## src/rtl/split_count_sequencer.sv

```systemverilog
// Forwards non-empty splitter rows to the beam tracker, popcounts each tracker
// response CHUNK_WIDTH bits per cycle, and offers the grid total on a held result port.
module split_count_sequencer #(
  parameter int LINE_WIDTH   = 141,
  parameter int CHUNK_WIDTH  = 16,
  parameter int RESULT_WIDTH = 32
) (
  input  logic                    clk,
  input  logic                    rst_n,
  input  logic                    in_valid,
  output logic                    in_ready,
  input  logic [LINE_WIDTH-1:0]   in_data,
  input  logic                    in_last,
  output logic                    line_valid,
  output logic [LINE_WIDTH-1:0]   line_data,
  input  logic                    active_splitters_valid,
  input  logic [LINE_WIDTH-1:0]   active_splitters_data,
  output logic                    result_valid,
  input  logic                    result_ready,
  output logic [RESULT_WIDTH-1:0] result_data,
  output logic [2:0]              dbg_state
);

  localparam int N  = (LINE_WIDTH + CHUNK_WIDTH - 1) / CHUNK_WIDTH;
  localparam int PW = N * CHUNK_WIDTH;
  localparam int IW = (N > 1) ? $clog2(N) : 1;
  localparam logic [IW-1:0] LAST_IDX = IW'(N - 1);

  typedef enum logic [2:0] {
    S_IDLE  = 3'd0,
    S_ISSUE = 3'd1,
    S_WAIT  = 3'd2,
    S_COUNT = 3'd3,
    S_DONE  = 3'd4
  } state_t;

  state_t                  r_state;
  logic [LINE_WIDTH-1:0]   r_line_data;
  logic                    r_line_valid;
  logic                    r_last;
  logic [PW-1:0]           r_shift;
  logic [IW-1:0]           r_idx;
  logic [RESULT_WIDTH-1:0] r_acc;
  logic                    r_result_valid;
  logic [RESULT_WIDTH-1:0] w_pop;

  // Handshakes: a row transfers on a rising edge where in_valid && in_ready; the
  // result transfers where result_valid && result_ready, and is held until then.
  assign in_ready     = (r_state == S_IDLE) && rst_n;
  assign line_valid   = r_line_valid;
  assign line_data    = r_line_data;
  assign result_valid = r_result_valid;
  assign result_data  = r_acc;
  assign dbg_state    = r_state;

  always_comb begin
    w_pop = '0;
    for (int i = 0; i < CHUNK_WIDTH; i++) begin
      w_pop = w_pop + RESULT_WIDTH'(r_shift[i]);
    end
  end

  always_ff @(posedge clk or negedge rst_n) begin
    if (!rst_n) begin
      r_state        <= S_IDLE;
      r_line_data    <= '0;
      r_line_valid   <= 1'b0;
      r_last         <= 1'b0;
      r_shift        <= '0;
      r_idx          <= '0;
      r_acc          <= '0;
      r_result_valid <= 1'b0;
    end else begin
      r_line_valid <= 1'b0;
      case (r_state)
        S_IDLE: begin
          if (in_valid) begin
            if (in_data != '0) begin
              r_line_data  <= in_data;
              r_last       <= in_last;
              r_line_valid <= 1'b1;
              r_state      <= S_ISSUE;
            end else if (in_last) begin
              r_result_valid <= 1'b1;
              r_state        <= S_DONE;
            end
          end
        end
        S_ISSUE: r_state <= S_WAIT;
        S_WAIT: begin
          // The tracker answers exactly one cycle after the pulse; stalling here is defensive.
          if (active_splitters_valid) begin
            r_shift <= PW'(active_splitters_data);
            r_idx   <= '0;
            r_state <= S_COUNT;
          end
        end
        S_COUNT: begin
          r_acc   <= r_acc + w_pop;
          r_shift <= r_shift >> CHUNK_WIDTH;
          r_idx   <= r_idx + 1'b1;
          if (r_idx == LAST_IDX) begin
            if (r_last) begin
              r_result_valid <= 1'b1;
              r_state        <= S_DONE;
            end else begin
              r_state <= S_IDLE;
            end
          end
        end
        S_DONE: begin
          if (result_ready) begin
            r_result_valid <= 1'b0;
            r_acc          <= '0;
            r_state        <= S_IDLE;
          end
        end
        default: r_state <= S_IDLE;
      endcase
    end
  end

endmodule
```

## config.mk

```make
export PLATFORM = sky130hd
export DESIGN_NAME = split_count_sequencer
export DESIGN_NICKNAME = d
export VERILOG_FILES = /design/src/rtl/split_count_sequencer.sv
export SDC_FILE = /design/constraint.sdc
export NUM_CORES = 1
export LEC_CHECK = 0
export ABC_AREA = 1
export BUFFER_PORTS_ARGS = -buffer_cell sky130_fd_sc_hd__clkbuf_2
export CAP_MARGIN = 40
export CORE_UTILIZATION = 36
export CTS_BUF_LIST = sky130_fd_sc_hd__clkbuf_4
export DETAILED_ROUTE_END_ITERATION = 10
export HOLD_SLACK_MARGIN = 0.1
export SLEW_MARGIN = 20
export SYNTH_ARGS = -nofsm -noshare
export SYNTH_HDL_FRONTEND = slang
export SYNTH_SLANG_ARGS = --single-unit
```

## constraint.sdc

```tcl
create_clock -name clk -period 5.65 [get_ports clk]
set_input_delay 0.2825 -clock clk [delete_from_list [all_inputs] [get_ports clk]]
set_output_delay 0.2825 -clock clk [all_outputs]
set_load 0.005 [all_outputs]
```

==> results of run 1 <==
-- sequential cells by signal, indices dropped and copies added (netlist names) --
name and flops:
result_valid 1, r_idx 4, r_shift 141, r_last 1, line_data 141, result_data 32, dbg_state 3, line_valid 1
-- worst max-delay path, delay by kind of cell, from the launching register on --
| kind | cells | cell delay, ns |
|---|---|---|
| adder cells (fa/ha/maj) | 6 | 2.59 |
| buffers and inverters | 2 | 0.12 |
| flip-flops | 1 | 0.41 |
| AO/OA/AOI/OAI | 2 | 0.74 |
| AND/OR/NAND/NOR | 6 | 0.56 |
-- through the flow --
| step | utilization | setup WS, ns | std cells | power [mW] |
|---|---|---|---|---|
| final | 0.543 | 1.12 | 3073 | 11.2 |
| after global routing | 0.543 | 0.827 | 3072 | 12.2 |
| after CTS | 0.543 | 1.09 | 3064 | 11.2 |
| after detailed placement | 0.439 | 1.11 | 2625 | 8.71 |
| after global placement | 0.437 | 1.18 | 2622 | 8.55 |
| after floorplan | - | 1.47 | 1706 | 7.03 |
-- power by group through the flow --
stage               Clock (mW)  Sequential [mW]  Combinational [mW]
CTS                       2.31             4.06                4.83
floorplan                    0             3.97                3.06
global placement             0             4.06                4.50
global route              2.44             4.20                5.56
finish                    2.26             4.08                4.83
detailed placement           0             4.08                4.63
-- area by class of cell --
cell class	instances	area, um^2
inverter	99	373
multi-input combinational	1206	5540
timing repair buffer	765	5380
clock inverter	27	236
clock buffer	125	938
sequential	324	8110
antenna	9	22.5
fill	3529	17800
tap	518	648
-- repair_timing --
| item | in CTS | in global routing |
|---|---|---|
| resized for setup | 0 | 0 |
| endpoints found under the hold margin | 406 | 0 |
| buffers inserted | 0 | 0 |
| hold buffers | 287 | 0 |
-- kinds of logic (layout without fill, tap and decap cells) --
| logic type | Yosys count | after routing | share of synthesized area |
|---|---|---|---|
| AOI/OAI and AO/OA | 209 | 209 | 0.0906 |
| xor gates and xnor gates | 2 | 2 | 0.00121 |
| adders and majority gates | 22 | 22 | 0.0253 |
| buffers and inverters | 176 | 1016 | 0.0551 |
| DFF | 324 | 324 | 0.562 |
| other | 0 | 9 | 0 |
| and+or+nand+nor | 973 | 973 | 0.266 |
-- cell usage after synthesis, types with 2 or more instances --
library cell and n:
nand2_1 537, nor2_1 359, dfrtp_1 324, o22ai_1 126
inv_1 92, nand3_1 34, clkbuf_1 29, o21ai_0 29
a21oi_1 27, buf_2 23, a32o_1 16, buf_4 14
fa_1 12, nand4_1 12, nor3_1 12, ha_1 10
buf_6 7, inv_2 7, buf_1 4, nand2_2 4
nor2_2 3, nand2_4 2, nor2_4 2, nor3_2 2
nor4_1 2, o21a_1 2, o21ai_1 2, o21bai_1 2
-- cells in the final DEF (no fill, tap or decap), types with 3 or more instances in the layout --
cell type        n
clkbuf_4       125
nand3_1         34
o21ai_0         29
clkbuf_2       465
buf_4            7
nor3_1          12
buf_12           3
inv_2            8
nor2_1         359
inv_1           92
ha_1            10
nand2_1        537
nor2_2           3
clkinv_1        17
a32o_1          16
nand4_1         12
a21oi_1         27
diode_2          9
fa_1            12
bufinv_16        5
dlygate4sd3_1  287
dfrtp_1        324
nand2_4          4
clkinv_2         4
o22ai_1        126
-- layer usage --
| layer | wire (um) | part of all wire | vias up |
|---|---|---|---|
| li1 | - | - | 7121 |
| met1 | 20600 | 0.39 | 7079 |
| met2 | 25900 | 0.49 | 624 |
| met3 | 3270 | 0.062 | 169 |
| met4 | 2640 | 0.050 | 0 |
| met5 | 0 | 0 | - |
-- worst min-delay path by stage --
stage | startpoint | end
finish | rst_n | line_data[61]
global route | rst_n | line_data[53]
CTS | rst_n | result_data[17]
detailed placement | rst_n | line_data[61]
global placement | rst_n | line_data[50]
floorplan | rst_n | dbg_state[0]
==> metrics.md, run 1 <==
| Metric | Value |
|---|---|
| CP Capture Type | flop |
| Syn Nets | 2016 |
| Number of H-tree levels | 3 |
| R2R depth | 16 |
| Busiest grt layer | met2 |
| Switching share of power | 0.411 |
| Worst vdd ir | 0.551 mV |
| Achievable clock frequency | 0.221 GHz |
| Post-Syn Instances | 1706 |
| Register share of total power | 0.365 |
| WHS | 0.149 ns |
| Final Cycle Share | 0.802 |
| FF-to-FF setup slack | 1.12 ns |
| Clk Latency, worst-skew pair | 0.78 ns |
| Vias in the first global route | 15600 |
| Unrepaired setup endpoints after global routing | no |
| Cell variety after synth | 39 |
| Area contributors post-synth | dfrtp_1, nand2_1, nor2_1 |
| Rows | 72 |
| Routing usage on met1 | 0.295 |
| Initial antenna violation count | 6 |
| Crit Path Max Fanout | 7 |
| Layout area overhead | 47.3% |
| Most common flop cell mapped by yosys | dfrtp_1 |
| Worst-path clk slew | 0.06 ns |
| Pin count of the biggest net entering global routing | 145 |
| Pleak | 10.8 nW |
| Hold Fails Final Rpt | 0 |
| Overflow after GRT | 0 |
| Clock period minus final worst setup slack | 4.53 ns |
| Yosys top cell area share | 0.562 |
| GPL Wtd Cong | 0.942 |
| Design area | 0.0212 mm^2 |
| Worst setup path end | result_data[16] |
| Post-synth EDFFs | 0 |
| Pint | 6.57 mW |
| Worst-margin pin slew | 0.909 ns |
| Routed WL per cell | 17.1 um |
| Finish-stage setup viols | 0 |
| CP cell instances | fa_1 > inv_1 > fa_1 > fa_1 > fa_1 > fa_1 > inv_1 > fa_1 > nand3_1 > nand3_1 > a21boi_0 > nor2_4 > nand3_1 > nor2_1 > o21ai_0 > nor2_1 |
| Final setup TNS | 0 ns |
| DP HPWL | 35800 um |
| Via Count | 15000 |
| Die height | 202 um |
| Startpoint types | flop |
| Worst path max stage delay | 0.60 ns |
| Synth warnings | 0 |
| Port buffer count | 466 |
| Seq/Total Area, Yosys | 0.562 |
| Slew HR | 0.394 |
| Worst R2R End | result_data[16] |
| Type of the tightest min-delay check | in2async |
| First drt pass iteration count | 7 |
| Logic pwr share | 0.432 |
| Outcome | finished clean |
| Die area | 0.0409 mm^2 |
| Final Max Slew Viols | 0 |
| Grt met3 use | 0.0626 |
| Core Region | 0.0391 mm^2 |
| Vias per inst | 4.88 |
| #FFs+latches synth | 324 |
| Sink Count | 324 |
| CTS root buffer | clkbuf_4 |
| Die width | 202 um |
| First-pass GRT wire length | 81900 um |
| DR DRC count | 0 |
| Crit. Startpoint | result_data[0] |
| Ports | 467 |
| Synth async-reset ratio | 1.00 |
| CP Class | reg2reg |
| Detailed Route Iter0 Violations | 878 |
| Post-Syn Area | 0.0144 mm^2 |
| Clock Path Buffers | 3 |
| Layout cells sized above 1 | 0.249 |
| Most common cell on crit path | fa_1 |
| Number of buffers created by CTS | 88 |
| WL final | 52400 um |
| Power density over cell area | 526 mW/mm^2 |
| Clk pwr share | 0.202 |
| Placed instance area | 0.0172 mm^2 |
| Nets | 2794 |
| Gr usage total | 0.256 |
| Avg Inst Size Synth | 8.45 um^2 |
| Worst path arrival time | 5.19 ns |
| Psw | 4.59 mW |
| Antenna viol nets, final | 0 |
| Grt met2 use | 0.439 |
| Clock Skews | 0.0390 ns |
| Initial Utilization | 0.369 |
| Critical path required time | 6.31 ns |
| Reg-to-Reg Start | result_data[0] |
| Slowest-stage cell, CP | a21boi_0 |
| CTS tree | yes |
| Max_cap viols | 0 |
| Largest area contributor in the netlist | dfrtp_1 |
(Power assumes the default switching activity.)
==> inputs of run 2 (changes only) <==
Clock period 5.65 ns to 4.6 ns, I/O delays scaled along.
==> run 2 against run 1 <==
Net effect: global-route usage rose by 0.41 points; flip-flop and latch count did not move; fmax rose by 5.9%; final cell count rose by 0.46%; hold slack improved by 0.066 ns; critical path depth rose by 2; design area rose by 0.39%; utilization rose by 0.21 points; die area did not move; largest cell class unchanged; wire length rose by 1.5%; critical endpoint is now result_data[22]; first-iteration DRC count rose by 4.2%.
==> metrics.md, run 2 (same netlist as run 1, synthesis figures left out) <==
| Metric | Value |
|---|---|
| Pleak | 10.9 nW |
| R2R depth | 18 |
| Leading cell type in the layout, fill and taps excluded | nand2_1 |
| Finish-stage setup viols | 0 |
| Initial antenna violation count | 9 |
| Overflow after GRT | 0 |
| Nets | 2807 |
| Worst-margin pin slew | 0.885 ns |
| Worst setup path end | result_data[22] |
| Type of the tightest min-delay check | in2reg |
| DR DRC count | 0 |
| FF+latch area | 0.00811 mm^2 |
| Sink Count | 324 |
| Worst-path clk slew | 0.06 ns |
| Power density over cell area | 644 mW/mm^2 |
| Outcome | finished clean |
| Vias per inst | 4.85 |
| Via Count | 15000 |
| CTS tree | yes |
| Clock Skews | 0.0498 ns |
| Die width | 202 um |
| Die area | 0.0409 mm^2 |
| Clock period minus final worst setup slack | 4.28 ns |
| Dpl cells | 2633 |
| Slew HR | 0.410 |
| Ports | 467 |
| Unrepaired setup endpoints after global routing | no |
| Worst path arrival time | 4.90 ns |
| Worst R2R End | result_data[22] |
| Die height | 202 um |
| Core Region | 0.0391 mm^2 |
| WHS | 0.214 ns |
| GPL Wtd Cong | 0.951 |
| Antenna viol nets, final | 0 |
| First-pass GRT wire length | 83200 um |
| Rows | 72 |
| Layout area overhead | 47.9% |
| Pin count of the biggest net entering global routing | 146 |
| Initial Utilization | 0.369 |
| Worst vdd ir | 0.699 mV |
| Critical path required time | 5.21 ns |
| CP Capture Type | flop |
| Gr usage total | 0.260 |
| Clk Latency, worst-skew pair | 0.77 ns |
| Reg-to-Reg Start | result_data[0] |
| First drt pass iteration count | 7 |
| Crit. Startpoint | result_data[0] |
| Max_cap viols | 0 |
| DP HPWL | 36100 um |
| Achievable clock frequency | 0.234 GHz |
| Port buffer count | 466 |
| Final Max Slew Viols | 0 |
| CP Class | reg2reg |
| Commonest non-fill, non-tap cells in the layout | nand2_1, clkbuf_2, nor2_1, dfrtp_1, dlygate4sd3_1 |
| Routed WL per cell | 17.2 um |
| Final Cycle Share | 0.931 |
| Post-Layout Cell Count | 3087 |
| Design area | 0.0213 mm^2 |
| FF-to-FF setup slack | 0.32 ns |
| CTS root buffer | clkbuf_4 |
| Footprint of the multi-input gates | 0.00554 mm^2 |
| Clock Path Buffers | 3 |
| Number of buffers created by CTS | 91 |
| Vias in the first global route | 16000 |
| Placed instance area | 0.0172 mm^2 |
| Crit Path Max Fanout | 7 |
| WL final | 53200 um |
| # fillers | 3655 |
| Number of H-tree levels | 3 |
| Final setup TNS | 0 ns |
| Detailed Route Iter0 Violations | 915 |
| Startpoint types | flop |
| Layout cells sized above 1 | 0.257 |
| Hold Fails Final Rpt | 0 |
## run 2: how the worst min path moves through the flow
stage,start,endpoint,slack (ns),cells after the start
after floorplan,rst_n,dbg_state[0],-0.07,0
after CTS,in_data[74],line_data[74],0.11,4
after detailed placement,rst_n,line_data[47],0.21,1
after global routing,in_data[6],line_data[6],0.17,4
after global placement,rst_n,line_data[47],0.21,1
final,active_splitters_valid,r_shift[129],0.21,2
## run 2: what timing repair did
action                     4_1_cts  5_1_grt
setup buffers                    0        0
hold buffers                   289        0
hold endpoints to repair       629        0
setup endpoints to repair        0        1
resized for setup                0        1
## run 2: per-layer routing
metal | vias up | part of all wire | GRT usage | wire length (um)
li1 | 7129 | - | - | -
met1 | 7049 | 0.39 | 0.301 | 20900
met2 | 623 | 0.48 | 0.430 | 25800
met3 | 171 | 0.067 | 0.0650 | 3580
met4 | 4 | 0.054 | 0.166 | 2850
met5 | - | 0.0011 | 0.00833 | 58
## run 2: critical path, stage by stage, from the launching register on
cell and delay [ns]:
dfrtp_1 0.41, fa_1 0.56, inv_1 0.06, fa_1 0.47, fa_1 0.53, fa_1 0.42
fa_1 0.36, inv_1 0.09, fa_1 0.22, nand3_1 0.11, nand3_1 0.10, a21boi_0 0.08
buf_4 0.16, nor2_4 0.16, nand3_1 0.09, inv_1 0.12, nand3_1 0.08, nand2_1 0.07
nor2_1 0.05
## run 2: area by class of cell
cell class / instances / share of cell area
timing repair buffer: 775 / 0.257
tap: 518 / 0.0304
antenna: 8 / 0.000938
clock buffer: 144 / 0.0507
inverter: 99 / 0.0175
sequential: 324 / 0.380
clock inverter: 13 / 0.00370
multi-input combinational: 1206 / 0.260
## run 2: stage by stage
step / setup WS (ns) / util / total power, mW
2_1_floorplan: 0.420 / - / 8.64
3_3_place_gp: 0.397 / 0.439 / 10.5
3_5_place_dp: 0.359 / 0.441 / 10.8
4_1_cts: 0.305 / 0.545 / 13.7
5_1_grt: 0.0112 / 0.545 / 15.0
6_report: 0.318 / 0.546 / 13.7
## run 2: power by group
group | switching [mW] | internal [mW]
combinational | 3.58 | 2.43
clock | 1.24 | 1.46
sequential | 0.866 | 4.17
total | 5.69 | 8.05
==> inputs of run 3 (changes only) <==
Settings changed: PLACE_DENSITY set to 0.67.
==> run 3 against run 2 <==
Net effect: global-route usage is 0.17 points lower; clock skew down 0.016 ns; sequential share of layout area is 0.37 points higher; largest power group unchanged; first-iteration DRC count rose by 21%; non-clock buffer count is 11 lower; critical endpoint is now result_data[8]; sequential power hardly changed; largest cell class unchanged.
==> metrics.md, run 3 (same netlist as run 1, synthesis figures left out) <==
| Metric | Value |
|---|---|
| Outcome | finished clean |
| Antenna viol nets, final | 0 |
| Finish-stage setup viols | 0 |
| DR DRC count | 0 |
| Slew HR | 0.378 |
| Die width | 202 um |
| Vias per inst | 4.99 |
| Layout area overhead | 46.5% |
| Startpoint types | flop |
| CP Class | reg2reg |
| Worst-margin pin slew | 0.934 ns |
| CTS root buffer | clkbuf_4 |
| Clock Path Buffers | 3 |
| Worst path max stage delay | 0.55 ns |
| Leading cell type in the layout, fill and taps excluded | nand2_1 |
| Worst path arrival time | 4.94 ns |
| Initial antenna violation count | 6 |
| Crit Path Max Fanout | 4 |
| Final setup TNS | 0 ns |
| FF+latch area | 0.00811 mm^2 |
| WHS | 0.190 ns |
| Core Region | 0.0391 mm^2 |
| Overflow after GRT | 0 |
| Layout cells sized above 1 | 0.253 |
| Die height | 202 um |
| Final Cycle Share | 0.937 |
| Ports | 467 |
| R2R depth | 16 |
| Post-CTS setup buffers | 0 |
| Initial Utilization | 0.369 |
| Clk Latency, worst-skew pair | 0.77 ns |
| Port buffer count | 466 |
| Power density over cell area | 644 mW/mm^2 |
| CP Depth | 16 |
| Worst vdd ir | 0.838 mV |
| Critical path required time | 5.23 ns |
| Number of H-tree levels | 3 |
| Post-Layout Cell Count | 3070 |
| # fillers | 3506 |
| Clock Skews | 0.0336 ns |
| Type of the tightest min-delay check | in2async |
| Nets | 2793 |
| Commonest non-fill, non-tap cells in the layout | nand2_1, clkbuf_2, nor2_1, dfrtp_1, dlygate4sd3_1 |
| Footprint of the multi-input gates | 0.00554 mm^2 |
| GPL Wtd Cong | 0.967 |
| Die area | 0.0409 mm^2 |
| DP HPWL | 35300 um |
| Delay-heaviest family, CP | adder cells |
| WL final | 53200 um |
| Routed WL per cell | 17.3 um |
| First drt pass iteration count | 7 |
| Gr usage total | 0.258 |
| Final Max Slew Viols | 0 |
| Number of buffers created by CTS | 88 |
| Detailed Route Iter0 Violations | 1104 |
| CP cell instances | fa_1 > inv_1 > fa_1 > fa_1 > fa_1 > fa_1 > inv_1 > fa_1 > nand3_1 > nand3_1 > a21boi_0 > buf_4 > nor3b_1 > nand3_1 > nand2_1 > a21oi_1 |
| Vias in the first global route | 15800 |
| WP buf/inv | 3 |
| Pleak | 10.8 nW |
| Sink Count | 324 |
| Pin count of the biggest net entering global routing | 152 |
| Dpl cells | 2624 |
| Most common cell on crit path | fa_1 |
| Max_cap viols | 0 |
| CP Capture Type | flop |
| Clock period minus final worst setup slack | 4.31 ns |
| Unrepaired setup endpoints after global routing | no |
| Hold Fails Final Rpt | 0 |
| Worst-path clk slew | 0.07 ns |
| Resize count post-CTS | 0 |
| First-pass GRT wire length | 83100 um |
| CTS tree | yes |
| Rows | 72 |
| Achievable clock frequency | 0.232 GHz |
| Slowest-stage cell, CP | fa_1 |
| Via Count | 15300 |
[run 3: cell count changes in the layout (fill, tap and decap cells not counted), moves of 2 or more]
cell	delta
clkinv_1	+2
buf_16	-3
diode_2	-4
clkbuf_4	-2
buf_4	-7
[run 3: per-layer routing]
layer / up-vias / part of all wire / track usage
met5: - / 0.00038 / 0
met4: 4 / 0.055 / 0.158
met3: 208 / 0.072 / 0.0645
met2: 715 / 0.49 / 0.427
met1: 7295 / 0.39 / 0.302
li1: 7101 / - / -
[run 3: worst reg2reg max path, delay by kind of cell, from the launching register on]
family	cells	cell delay (ns)
AO/OA/AOI/OAI	2	0.14
adder cells (fa/ha/maj)	6	2.57
buffers and inverters	3	0.32
flip-flops	1	0.41
AND/OR/NAND/NOR	5	0.77
[run 3: what timing repair did]
item	4_1_cts	5_1_grt
hold buffers	287	0
endpoints found under the hold margin	425	0
setup endpoints to repair	0	0
[run 3: per-stage QoR]
step	power, mW	util	setup slack (ns)	cell area [um^2]
2_1_floorplan	8.64	-	0.420	14400
3_5_place_dp	10.7	0.438	0.285	17100
6_report	13.6	0.540	0.291	21100
4_1_cts	13.6	0.540	0.272	21100
3_3_place_gp	10.4	0.438	0.395	17100
5_1_grt	14.7	0.540	0.0179	21100
[run 3: cell type report]
cell class              count  area share
flip-flops and latches    324       0.384
multi-input cells        1206       0.262
clock buffers             142      0.0505
diodes                      4    0.000474
inverters                  99      0.0176
well taps                 518      0.0307
repair buffers            764       0.253
clock inverters            13     0.00231
[run 3: path summary, 6_finish.rpt]
path,from,end,slack [ns]
max in group asynchronous,rst_n,r_shift[102],3.20
min,rst_n,result_data[22],0.19
max reg2reg,result_data[0],result_data[8],0.29
max,result_data[0],result_data[8],0.29
min reg2reg,line_data[100],line_data[100],0.48
min in group clk,active_splitters_valid,r_shift[140],0.22
[run 3: report_power, final]
part	internal, mW	total, mW	switching, mW
logic	2.38	5.93	3.55
registers	4.17	5.04	0.879
clock network	1.39	2.62	1.24
total	7.93	13.6	5.67
